[src/rtl/key_schedule_engine.sv]
// Purpose : sequential AES-128/192/256 key expander; one 32-bit schedule word per clock into an internal round-key store.
// Latency : accept edge plus T-Nk expansion edges (40/46/52); round-key reads are combinational (zero cycles).
// Backpr. : startReady low while expanding; startValid is ignored until the engine returns to idle.
//
// Ports:
//   clk, resetN              rising-edge clock, synchronous active-low reset
//   startValid/startReady    handshake for a new cipher key (keyIn sampled on the transfer edge only)
//   keyIn[KEY_BITS]          cipher key, word 0 in the top 32 bits
//   busy, done, keyReady     expansion in progress, one-cycle completion pulse, store holds a full schedule
//   roundIndex[4]            round key to read (0..Nr); larger indices read as zero
//   roundKeyOut[128]         words 4r..4r+3 of the store, word 4r in [127:96]
// Optional feature: define KEY_SCHED_READ_GUARD_EN to force roundKeyOut to zero while keyReady is low.

module key_schedule_sbox (
  input  logic [7:0] in_byte,
  output logic [7:0] out_byte
);
  localparam logic [0:255][7:0] SBOX = {
    8'h63, 8'h7c, 8'h77, 8'h7b, 8'hf2, 8'h6b, 8'h6f, 8'hc5, 8'h30, 8'h01, 8'h67, 8'h2b, 8'hfe, 8'hd7, 8'hab, 8'h76,
    8'hca, 8'h82, 8'hc9, 8'h7d, 8'hfa, 8'h59, 8'h47, 8'hf0, 8'had, 8'hd4, 8'ha2, 8'haf, 8'h9c, 8'ha4, 8'h72, 8'hc0,
    8'hb7, 8'hfd, 8'h93, 8'h26, 8'h36, 8'h3f, 8'hf7, 8'hcc, 8'h34, 8'ha5, 8'he5, 8'hf1, 8'h71, 8'hd8, 8'h31, 8'h15,
    8'h04, 8'hc7, 8'h23, 8'hc3, 8'h18, 8'h96, 8'h05, 8'h9a, 8'h07, 8'h12, 8'h80, 8'he2, 8'heb, 8'h27, 8'hb2, 8'h75,
    8'h09, 8'h83, 8'h2c, 8'h1a, 8'h1b, 8'h6e, 8'h5a, 8'ha0, 8'h52, 8'h3b, 8'hd6, 8'hb3, 8'h29, 8'he3, 8'h2f, 8'h84,
    8'h53, 8'hd1, 8'h00, 8'hed, 8'h20, 8'hfc, 8'hb1, 8'h5b, 8'h6a, 8'hcb, 8'hbe, 8'h39, 8'h4a, 8'h4c, 8'h58, 8'hcf,
    8'hd0, 8'hef, 8'haa, 8'hfb, 8'h43, 8'h4d, 8'h33, 8'h85, 8'h45, 8'hf9, 8'h02, 8'h7f, 8'h50, 8'h3c, 8'h9f, 8'ha8,
    8'h51, 8'ha3, 8'h40, 8'h8f, 8'h92, 8'h9d, 8'h38, 8'hf5, 8'hbc, 8'hb6, 8'hda, 8'h21, 8'h10, 8'hff, 8'hf3, 8'hd2,
    8'hcd, 8'h0c, 8'h13, 8'hec, 8'h5f, 8'h97, 8'h44, 8'h17, 8'hc4, 8'ha7, 8'h7e, 8'h3d, 8'h64, 8'h5d, 8'h19, 8'h73,
    8'h60, 8'h81, 8'h4f, 8'hdc, 8'h22, 8'h2a, 8'h90, 8'h88, 8'h46, 8'hee, 8'hb8, 8'h14, 8'hde, 8'h5e, 8'h0b, 8'hdb,
    8'he0, 8'h32, 8'h3a, 8'h0a, 8'h49, 8'h06, 8'h24, 8'h5c, 8'hc2, 8'hd3, 8'hac, 8'h62, 8'h91, 8'h95, 8'he4, 8'h79,
    8'he7, 8'hc8, 8'h37, 8'h6d, 8'h8d, 8'hd5, 8'h4e, 8'ha9, 8'h6c, 8'h56, 8'hf4, 8'hea, 8'h65, 8'h7a, 8'hae, 8'h08,
    8'hba, 8'h78, 8'h25, 8'h2e, 8'h1c, 8'ha6, 8'hb4, 8'hc6, 8'he8, 8'hdd, 8'h74, 8'h1f, 8'h4b, 8'hbd, 8'h8b, 8'h8a,
    8'h70, 8'h3e, 8'hb5, 8'h66, 8'h48, 8'h03, 8'hf6, 8'h0e, 8'h61, 8'h35, 8'h57, 8'hb9, 8'h86, 8'hc1, 8'h1d, 8'h9e,
    8'he1, 8'hf8, 8'h98, 8'h11, 8'h69, 8'hd9, 8'h8e, 8'h94, 8'h9b, 8'h1e, 8'h87, 8'he9, 8'hce, 8'h55, 8'h28, 8'hdf,
    8'h8c, 8'ha1, 8'h89, 8'h0d, 8'hbf, 8'he6, 8'h42, 8'h68, 8'h41, 8'h99, 8'h2d, 8'h0f, 8'hb0, 8'h54, 8'hbb, 8'h16
  };

  assign out_byte = SBOX[in_byte];
endmodule

module key_schedule_engine #(
  parameter int KEY_BITS = 128
) (
  input  logic                clk,
  input  logic                resetN,
  input  logic                startValid,
  output logic                startReady,
  input  logic [KEY_BITS-1:0] keyIn,
  output logic                busy,
  output logic                done,
  output logic                keyReady,
  input  logic [3:0]          roundIndex,
  output logic [127:0]        roundKeyOut
);
  localparam int NK = KEY_BITS / 32;
  localparam int NR = NK + 6;
  localparam int NW = 4 * (NR + 1);

  localparam logic [0:0] IDLE   = 1'b0;
  localparam logic [0:0] EXPAND = 1'b1;

  logic [0:0]  state_q, state_d;
  logic [31:0] store_q [NW];
  logic [31:0] store_d [NW];
  // Sliding window of the last NK words: win_q[0] = w[i-NK], win_q[NK-1] = w[i-1].
  logic [31:0] win_q [NK];
  logic [31:0] win_d [NK];
  logic [5:0]  i_q, i_d;
  // i mod NK, tracked incrementally so no divider is needed.
  logic [2:0]  mod_q, mod_d;
  logic [7:0]  rcon_q, rcon_d;
  logic        done_q, done_d;
  logic        key_ready_q, key_ready_d;

  logic [31:0] temp, sub_in, sub_out, temp_x, new_word;

  assign temp   = win_q[NK-1];
  // RotWord only on the rcon step; the AES-256 mid-key step substitutes without rotation.
  assign sub_in = (mod_q == 3'd0) ? {temp[23:0], temp[31:24]} : temp;

  for (genvar g = 0; g < 4; g++) begin : g_sbox
    key_schedule_sbox u_sbox (
      .in_byte  (sub_in[8*g +: 8]),
      .out_byte (sub_out[8*g +: 8])
    );
  end

  always_comb begin
    temp_x = temp;
    if (mod_q == 3'd0) begin
      temp_x = sub_out ^ {rcon_q, 24'h0};
    end else if ((NK == 8) && (mod_q == 3'd4)) begin
      temp_x = sub_out;
    end
  end

  assign new_word = win_q[0] ^ temp_x;

  always_comb begin
    state_d     = state_q;
    store_d     = store_q;
    win_d       = win_q;
    i_d         = i_q;
    mod_d       = mod_q;
    rcon_d      = rcon_q;
    done_d      = 1'b0;
    key_ready_d = key_ready_q;
    case (state_q)
      IDLE: begin
        if (startValid) begin
          for (int j = 0; j < NK; j++) begin
            store_d[j] = keyIn[KEY_BITS-1-32*j -: 32];
            win_d[j]   = keyIn[KEY_BITS-1-32*j -: 32];
          end
          i_d         = 6'(NK);
          mod_d       = 3'd0;
          rcon_d      = 8'h01;
          key_ready_d = 1'b0;
          state_d     = EXPAND;
        end
      end
      default: begin
        store_d[i_q] = new_word;
        for (int j = 0; j < NK - 1; j++) begin
          win_d[j] = win_q[j+1];
        end
        win_d[NK-1] = new_word;
        i_d         = i_q + 6'd1;
        mod_d       = (mod_q == 3'(NK - 1)) ? 3'd0 : mod_q + 3'd1;
        if (mod_q == 3'd0) begin
          // xtime: multiply by x in GF(2^8) modulo the AES polynomial.
          rcon_d = {rcon_q[6:0], 1'b0} ^ (rcon_q[7] ? 8'h1b : 8'h00);
        end
        if (i_q == 6'(NW - 1)) begin
          state_d     = IDLE;
          done_d      = 1'b1;
          key_ready_d = 1'b1;
        end
      end
    endcase
  end

  always_ff @(posedge clk) begin
    if (!resetN) begin
      state_q <= IDLE;
      for (int j = 0; j < NW; j++) begin
        store_q[j] <= '0;
      end
      for (int j = 0; j < NK; j++) begin
        win_q[j] <= '0;
      end
      i_q         <= '0;
      mod_q       <= '0;
      rcon_q      <= '0;
      done_q      <= 1'b0;
      key_ready_q <= 1'b0;
    end else begin
      state_q     <= state_d;
      store_q     <= store_d;
      win_q       <= win_d;
      i_q         <= i_d;
      mod_q       <= mod_d;
      rcon_q      <= rcon_d;
      done_q      <= done_d;
      key_ready_q <= key_ready_d;
    end
  end

  assign startReady = (state_q == IDLE);
  assign busy       = (state_q == EXPAND);
  assign done       = done_q;
  assign keyReady   = key_ready_q;

  logic [5:0]   rk_base;
  logic [127:0] rk_raw;

  assign rk_base = {roundIndex, 2'b00};

  always_comb begin
    rk_raw = '0;
    if (roundIndex <= 4'(NR)) begin
      rk_raw = {store_q[rk_base], store_q[rk_base + 6'd1],
                store_q[rk_base + 6'd2], store_q[rk_base + 6'd3]};
    end
  end

`ifdef KEY_SCHED_READ_GUARD_EN
  // Never expose a partial or stale schedule.
  assign roundKeyOut = key_ready_q ? rk_raw : 128'h0;
`else
  assign roundKeyOut = rk_raw;
`endif

endmodule

[config.mk]
export PLATFORM = sky130hd
export DESIGN_NAME = key_schedule_engine
export DESIGN_NICKNAME = d
export VERILOG_FILES = /design/src/rtl/key_schedule_engine.sv
export SDC_FILE = /design/constraint.sdc
export NUM_CORES = 2
export LEC_CHECK = 0
export BUFFER_PORTS_ARGS = -buffer_cell sky130_fd_sc_hd__buf_2
export CAP_MARGIN = 20
export CORE_UTILIZATION = 35
export DETAILED_ROUTE_END_ITERATION = 8
export GPL_TIMING_DRIVEN = 0
export SLEW_MARGIN = 20
export SYNTH_ARGS = -nofsm -noshare
export SYNTH_HDL_FRONTEND = slang
export SYNTH_HIERARCHICAL = 1
export SYNTH_SLANG_ARGS = --single-unit
[constraint.sdc]
create_clock -name clk -period 12.7 [get_ports clk]
set_input_delay 1.27 -clock clk [delete_from_list [all_inputs] [get_ports clk]]
set_output_delay 1.27 -clock clk [all_outputs]
set_load 0.02 [all_outputs]
Word level (Yosys, flattened, before mapping). Memory sizes are Yosys's and may differ from the RTL's. Cells that the tools add are included.

Output and inout port bits: 132. Memory bits (read-only): 8192. RAM bits: 0. Bits of input ports: 135. Memories: 4. Bits in latches: 0. Bits in registers: 1556. Word-level logic and storage cells: 142.

$add $sub $neg: 5. Multiply operators: 0. Mux-type cells: 45. Equality and inequality tests: 4. Bitwise operators: 13. Div/mod/pow operators: 0. Reduce and logical (&&, ||, !) cells: 6. Shifts and indexed selects: 0. Magnitude comparators: 11.

Memory list: (no name shown) (words 256, bits a word 8, rd ports 1, clocked after memory_dff 0, write ports 0, RTL line 37) `assign out_byte = SBOX[in_byte];`; (no name shown) (words 256, bits a word 8, rd ports 1, clocked after memory_dff 0, write ports 0, RTL line 37); (no name shown) (words 256, bits a word 8, rd ports 1, clocked after memory_dff 0, write ports 0, RTL line 37); (no name shown) (words 256, bits a word 8, rd ports 1, clocked after memory_dff 0, write ports 0, RTL line 37).

Operator list (number): $bwmux 1408 (1); $bmux 32 s6 (4); $mux 128 (4); $mux 32 (11); $demux 32 s6 (1); $mux 8 (11); $xor 32x32->32 (2); $ge 9x9->1 const B (4); $not 8->9 (4); $ge 7x7->1 const B (5); $not 6->7 (5); $add 6x1->6 const B (2); $add 6x2->6 const B (2); $mux 6 (2); $mux 3 (3); $xor 8x5->8 (1); $lt 7x1->1 const B (1); $mux 1 (7); $eq 6x6->1 const B (1); $reduce_and 2->1 (3); $mux 5 (1); $le 4x4->1 const B (1); $ne 2x1->1 const B (2); $add 3x1->3 const B (1); 5 further kinds (5).

Logic depth before layout (Yosys ltp).
Depth after elaboration: 11. Mapped depth: 25. Depth with buffers taken out: 17.

Modules after synthesis. The synthesis kept the hierarchy.

By module, submodules not included: key_schedule_engine (cells each 7276, area an instance 65975.8 µm², seq. area each 31149.9 µm², instances 1); key_schedule_sbox (cells each 532, area an instance 3216.8 µm², seq. area each 0.0 µm², instances 4).

Least setup slack after synthesis. Ideal clock, no wire load.

Kind: reg-to-reg. Start: register mod_q[0]. End: register store_q[1247] in the netlist's numbering. Clock period less this slack: 4.660 ns. Setup time: 0.133 ns. Setup slack: 8.040 ns. Cell stages (with the launch flop): 24. Required time: 12.567 ns. Path buffers: 7. Arrival time: 4.528 ns. Cell sequence: dfxtp_1 -> inv_1 -> ha_1 -> nor2b_2 -> buf_6 -> buf_6 -> clkbuf_1 -> nand2_1 -> nand2_1 -> buf_2 -> buf_2 -> inv_1 -> ha_1 -> buf_2 -> nand2b_1 -> nand2_1 -> mux4_2 -> a211oi_1 -> o21ai_1 -> xor2_1 -> mux2i_1 -> xor2_2 -> buf_2 -> a21oi_1.

Word-level cells in the longest chain between the ends: 10.

RTL lines: from (decl) (RTL line 69) `logic [2:0] mod_q, mod_d;`; from (signal assigned) (RTL line 161) `mod_q <= mod_d;`; $logic_not 3->1 (RTL line 78) `assign sub_in = (mod_q == 3'd0) ? {temp[23:0], temp[31:24]} : temp;`; $mux 32 (RTL line 78); net sub_in[24] (RTL line 74) `logic [31:0] temp, sub_in, sub_out, temp_x, new_word;`; $not 8->9 (not written as such) (RTL line 37); $mem_v2 256x8; $mux 8 (not written as such) (2 in a row) (RTL line 37); net sub_out[31] (RTL line 74); $xor 32x32->32 (RTL line 90) `temp_x = sub_out ^ {rcon_q, 24'h0};`; $mux 32 (RTL line 89) `if (mod_q == 3'd0) begin`; $xor 32x32->32 (RTL line 96) `assign new_word = win_q[0] ^ temp_x;`; $bwmux 1408 (RTL line 122) `store_d[i_q] = new_word;`; to (signal assigned) (RTL line 158) `store_q <= store_d;`; to (decl) (RTL line 62) `logic [31:0] store_q [NW];`.

The timed path passes the listed nets, and every way through them passes these cells. The select of a mux whose other input is x is not followed. A chain may end at the register's enable or synchronous reset.

Worst setup path in the final report.
Start: register mod_q[0]. End: register store_q[922] in the netlist's numbering.

The elaborated chain is that of the path after synthesis.

==> metrics.md <==
| Metric | Value |
|---|---|
| Outcome | finished clean |
| Post-Synth Adder-Cell Area | 0.936% |
| Vias in the first global route | between 80000 and 90000 |
| TritonCTS Sinks | about 1600 |
| Tmin final | ~8.8 ns |
| Sequential cell area fraction in the yosys report | slightly below 40% |
| Vias | 88839 |
| Rows | ~170 |
| Synth Cell Area | between 70000 and 80000 µm² |
| Finished Layout Cells | ~13000 |
| DRC viols | 0 |
| TNS Setup | 0 ns |
| Warnings from Yosys | 6 |
| Die area | approximately 230000 µm² |
| Clock Skews | approximately 0.054 ns |
| GRT overflow | 0 |
| Worst Path Arrival | 9.45 ns |
| Avg Vias per Cell | ~6.8 |
| Power Density | 188 nW/µm² |
| DR pass1 iterations | 9 |
| Worst reg2reg path depth | 23 |
| # port buffers | 261 |
| Area occupied by registers | 31100 µm² |
| Synth area leaders | dfxtp_1, o22ai_1, nand2_1 |
| Slew @ Worst Pin | about 1.3 ns |
| Crit-path slowest cell | a211oi_1 |
| Dominant cell type by area after synthesis | dfxtp_1 |
| Commonest cells after routing, fill and taps aside | dfxtp_1, nand2_1, o22ai_1 |
| RSZ-0062 raised after global routing | false |
| HPWL Detailed | slightly above 400000 µm |
| Final Cycle Share | between 60 and 70% |
| Worst Hold Class | reg2reg |
| DIE WIDTH | about 480 µm |
| Crit path required time | about 13 ns |
| CTS tree | done |
| Setup CP Type | reg2reg |
| Syn Area/Cell | around 8.4 µm² |
| CP max stage delay | 1.00 ns |
| Later-pin clock latency in the skew report | around 0.85 ns |
| Cells after synthesis | 9404 |
| Antenna Nets Post-Route | 0 |
| Area growth from synthesis to layout | 14.7% |
| CP Cell Sequence | inv_1, ha_1, nor2b_2, buf_6, buf_6, clkbuf_1, nand2_1, nand2_1, buf_2, inv_1, ha_1, buf_2, nand2b_1, nand2_1, a21o_1, a22oi_1, o221ai_1, a211oi_1, xor2_1, mux2i_2, xor2_2, buf_6, a21oi_1 |
| Pwr Total | approximately 17 mW |
| Crit. End Element | flop |
| Post-CTS Hold Fix Bufs | 0 |
| Final setup viols | 0 |
| Fmax achieved | 114 MHz |
| Gpl congestion | ~1.1 |
| Top-Level Pins | 267 |
| Peak supply drop | about 0.16 mV |
| # nets final | between 10000 and 15000 |
| Ys flop type | dfxtp_1 |
| Routed WL per cell | around 41 µm |
| Worst slew margin | 8.10% |
| Most common cell after layout, fill and taps aside | dfxtp_1 |
| CTS clk-pin slew, worst paths | approximately 0.06 ns |
| Layout cells sized above 1 | 15.1% |
| Mux cell area share after synthesis | between 10% and 20% |
| Clk root buf | clkbuf_16 |
| Drt initial violations | around 17000 |
| P_leak | 33.6 nW |
| Hold depth | 2 |
| Area taken by multi-input logic gates | between 40000 and 50000 µm² |
| Fillers | 22791 |
| Inst Count DP | approximately 13000 |
| Async SR Flop Fraction | 0% |
| Slew Limit Fails | 0 |
| Simple logic cell fraction of the synthesized area | about 14% |
| Post-CTS setup buffer count | 0 |
| CORE AREA | 223000 µm² |
| MaxCap Viol Count | 0 |
| Distinct cells, synth | about 90 |
| Die Span Y | approximately 480 µm |
| Compound-gate portion of the synthesized area | about a quarter |
| Initial core utilization | between 30% and 40% |
| Main combinational cell family by area after synthesis | compound AO/OA/AOI/OAI gates |
| Total Wirelength | 530000 µm |
| Post-synth EDFFs | 0 |
| Setup crit start kind | flop |
| Final hold viol count | 0 |
| GRT Util Overall | between 40 and 50% |
| Synth Area in XOR/XNOR | less than 1% |
| Crit path max fanout | 12 |
| Largest net degree at the start of global routing | 17 |
| Initial antenna violation count | 61 |
| CTS-repair resized insts | 0 |
| Synthesized Nets | approximately 9600 |
| Clock buffer count from CTS | roughly 160 |
| CTS H-Tree Depth | 4 |
| Global-route wire length before repair | 700000 µm |
| Share of the synthesized area in the top cell type | 39.5% |
| FF+latch count, synth | 1556 |
| Max clock buf depth | 3 |
==> cells in the mapped netlist (48+ instances only) <==
cell type,n
nor3_1,110
nand3_1,191
dfxtp_1,1556
nor2b_1,92
o221ai_1,118
clkbuf_1,571
ha_1,59
mux4_2,152
o211ai_1,54
nor2_1,537
nand2b_1,80
mux2_2,120
a221oi_1,99
o32ai_1,53
nand2_1,1341
a21oi_1,881
buf_6,52
buf_2,389
o22ai_1,973
mux2i_1,438
o21ai_0,725
a211oi_1,48
a31oi_1,95
==> per-stage QoR <==
stage          utilization (%)  worst slack, ns  instance area (µm²)  hold slack [ns]
6_report                  40.5             3.90                90400            0.467
5_1_grt                   40.5             3.91                90300            0.478
4_1_cts                   40.5             4.37                90300            0.466
3_5_place_dp              38.0             4.38                84800            0.458
3_3_place_gp              37.6             3.03                83900            0.449
2_1_floorplan                -             8.04                78800            0.443
==> flip-flops by register name (all words and copies together), names as in the netlist <==
signal and count:
rcon_q 8, store_q 1408, mod_q 3, temp 32, i_q 6, keyReady 1, done 1, win_q 96
busy 1
==> worst max-delay path: cells and delay by family (launching register included) <==
kind	cells	cell delay [ns]
flip-flops	1	0.32
multiplexers	1	0.27
adder cells (fa/ha/maj)	2	0.71
XOR/XNOR	2	1.03
AO/OA/AOI/OAI	5	1.89
buffers and inverters	8	2.35
AND/OR/NAND/NOR	5	2.01
==> worst paths after layout <==
kind / end / slack, ns / start
worst max-delay path: store_q[922] / 3.90 / mod_q[0]
worst min-delay path: store_q[663] / 0.47 / store_q[663]
worst max register to register: store_q[922] / 3.90 / mod_q[0]
worst min register to register: store_q[663] / 0.47 / store_q[663]
==> layout make-up <==
cell class,instances,area share (%)
diodes,31,0.0858
plain buffers,1097,5.73
clock buffers,240,5.35
clock inverters,48,0.696
inverters,41,0.170
multi-input cells,6710,47.3
flip-flops and latches,1556,34.5
well taps,2975,4.12
repair buffers,286,2.10
==> layer usage <==
layer | global-route usage (%) | share of wire [%] | wire (µm) | up-vias
met2 | 59.4 | 38 | 203000 | 7825
met3 | 16.8 | 15 | 77100 | 1688
met1 | 57.7 | 38 | 204000 | 43745
met5 | 0.0210 | 0.098 | 518 | -
li1 | - | - | - | 35523
met4 | 31.5 | 8.6 | 45800 | 58
==> kinds of logic after synthesis <==
kind of cell | after synthesis
xor+xnor | 43
fa+ha+maj | 59
mux | 719
compound gates | 3359
flops | 1556
simple gates | 2530
buf+inv | 1138
==> report_power, final <==
group | total [mW] | internal, mW | switching, mW
sequential | 5.12 | 4.96 | 0.160
clock | 5.07 | 2.86 | 2.21
combinational | 6.76 | 1.43 | 5.34
Power figures use the tool's default switching activity.
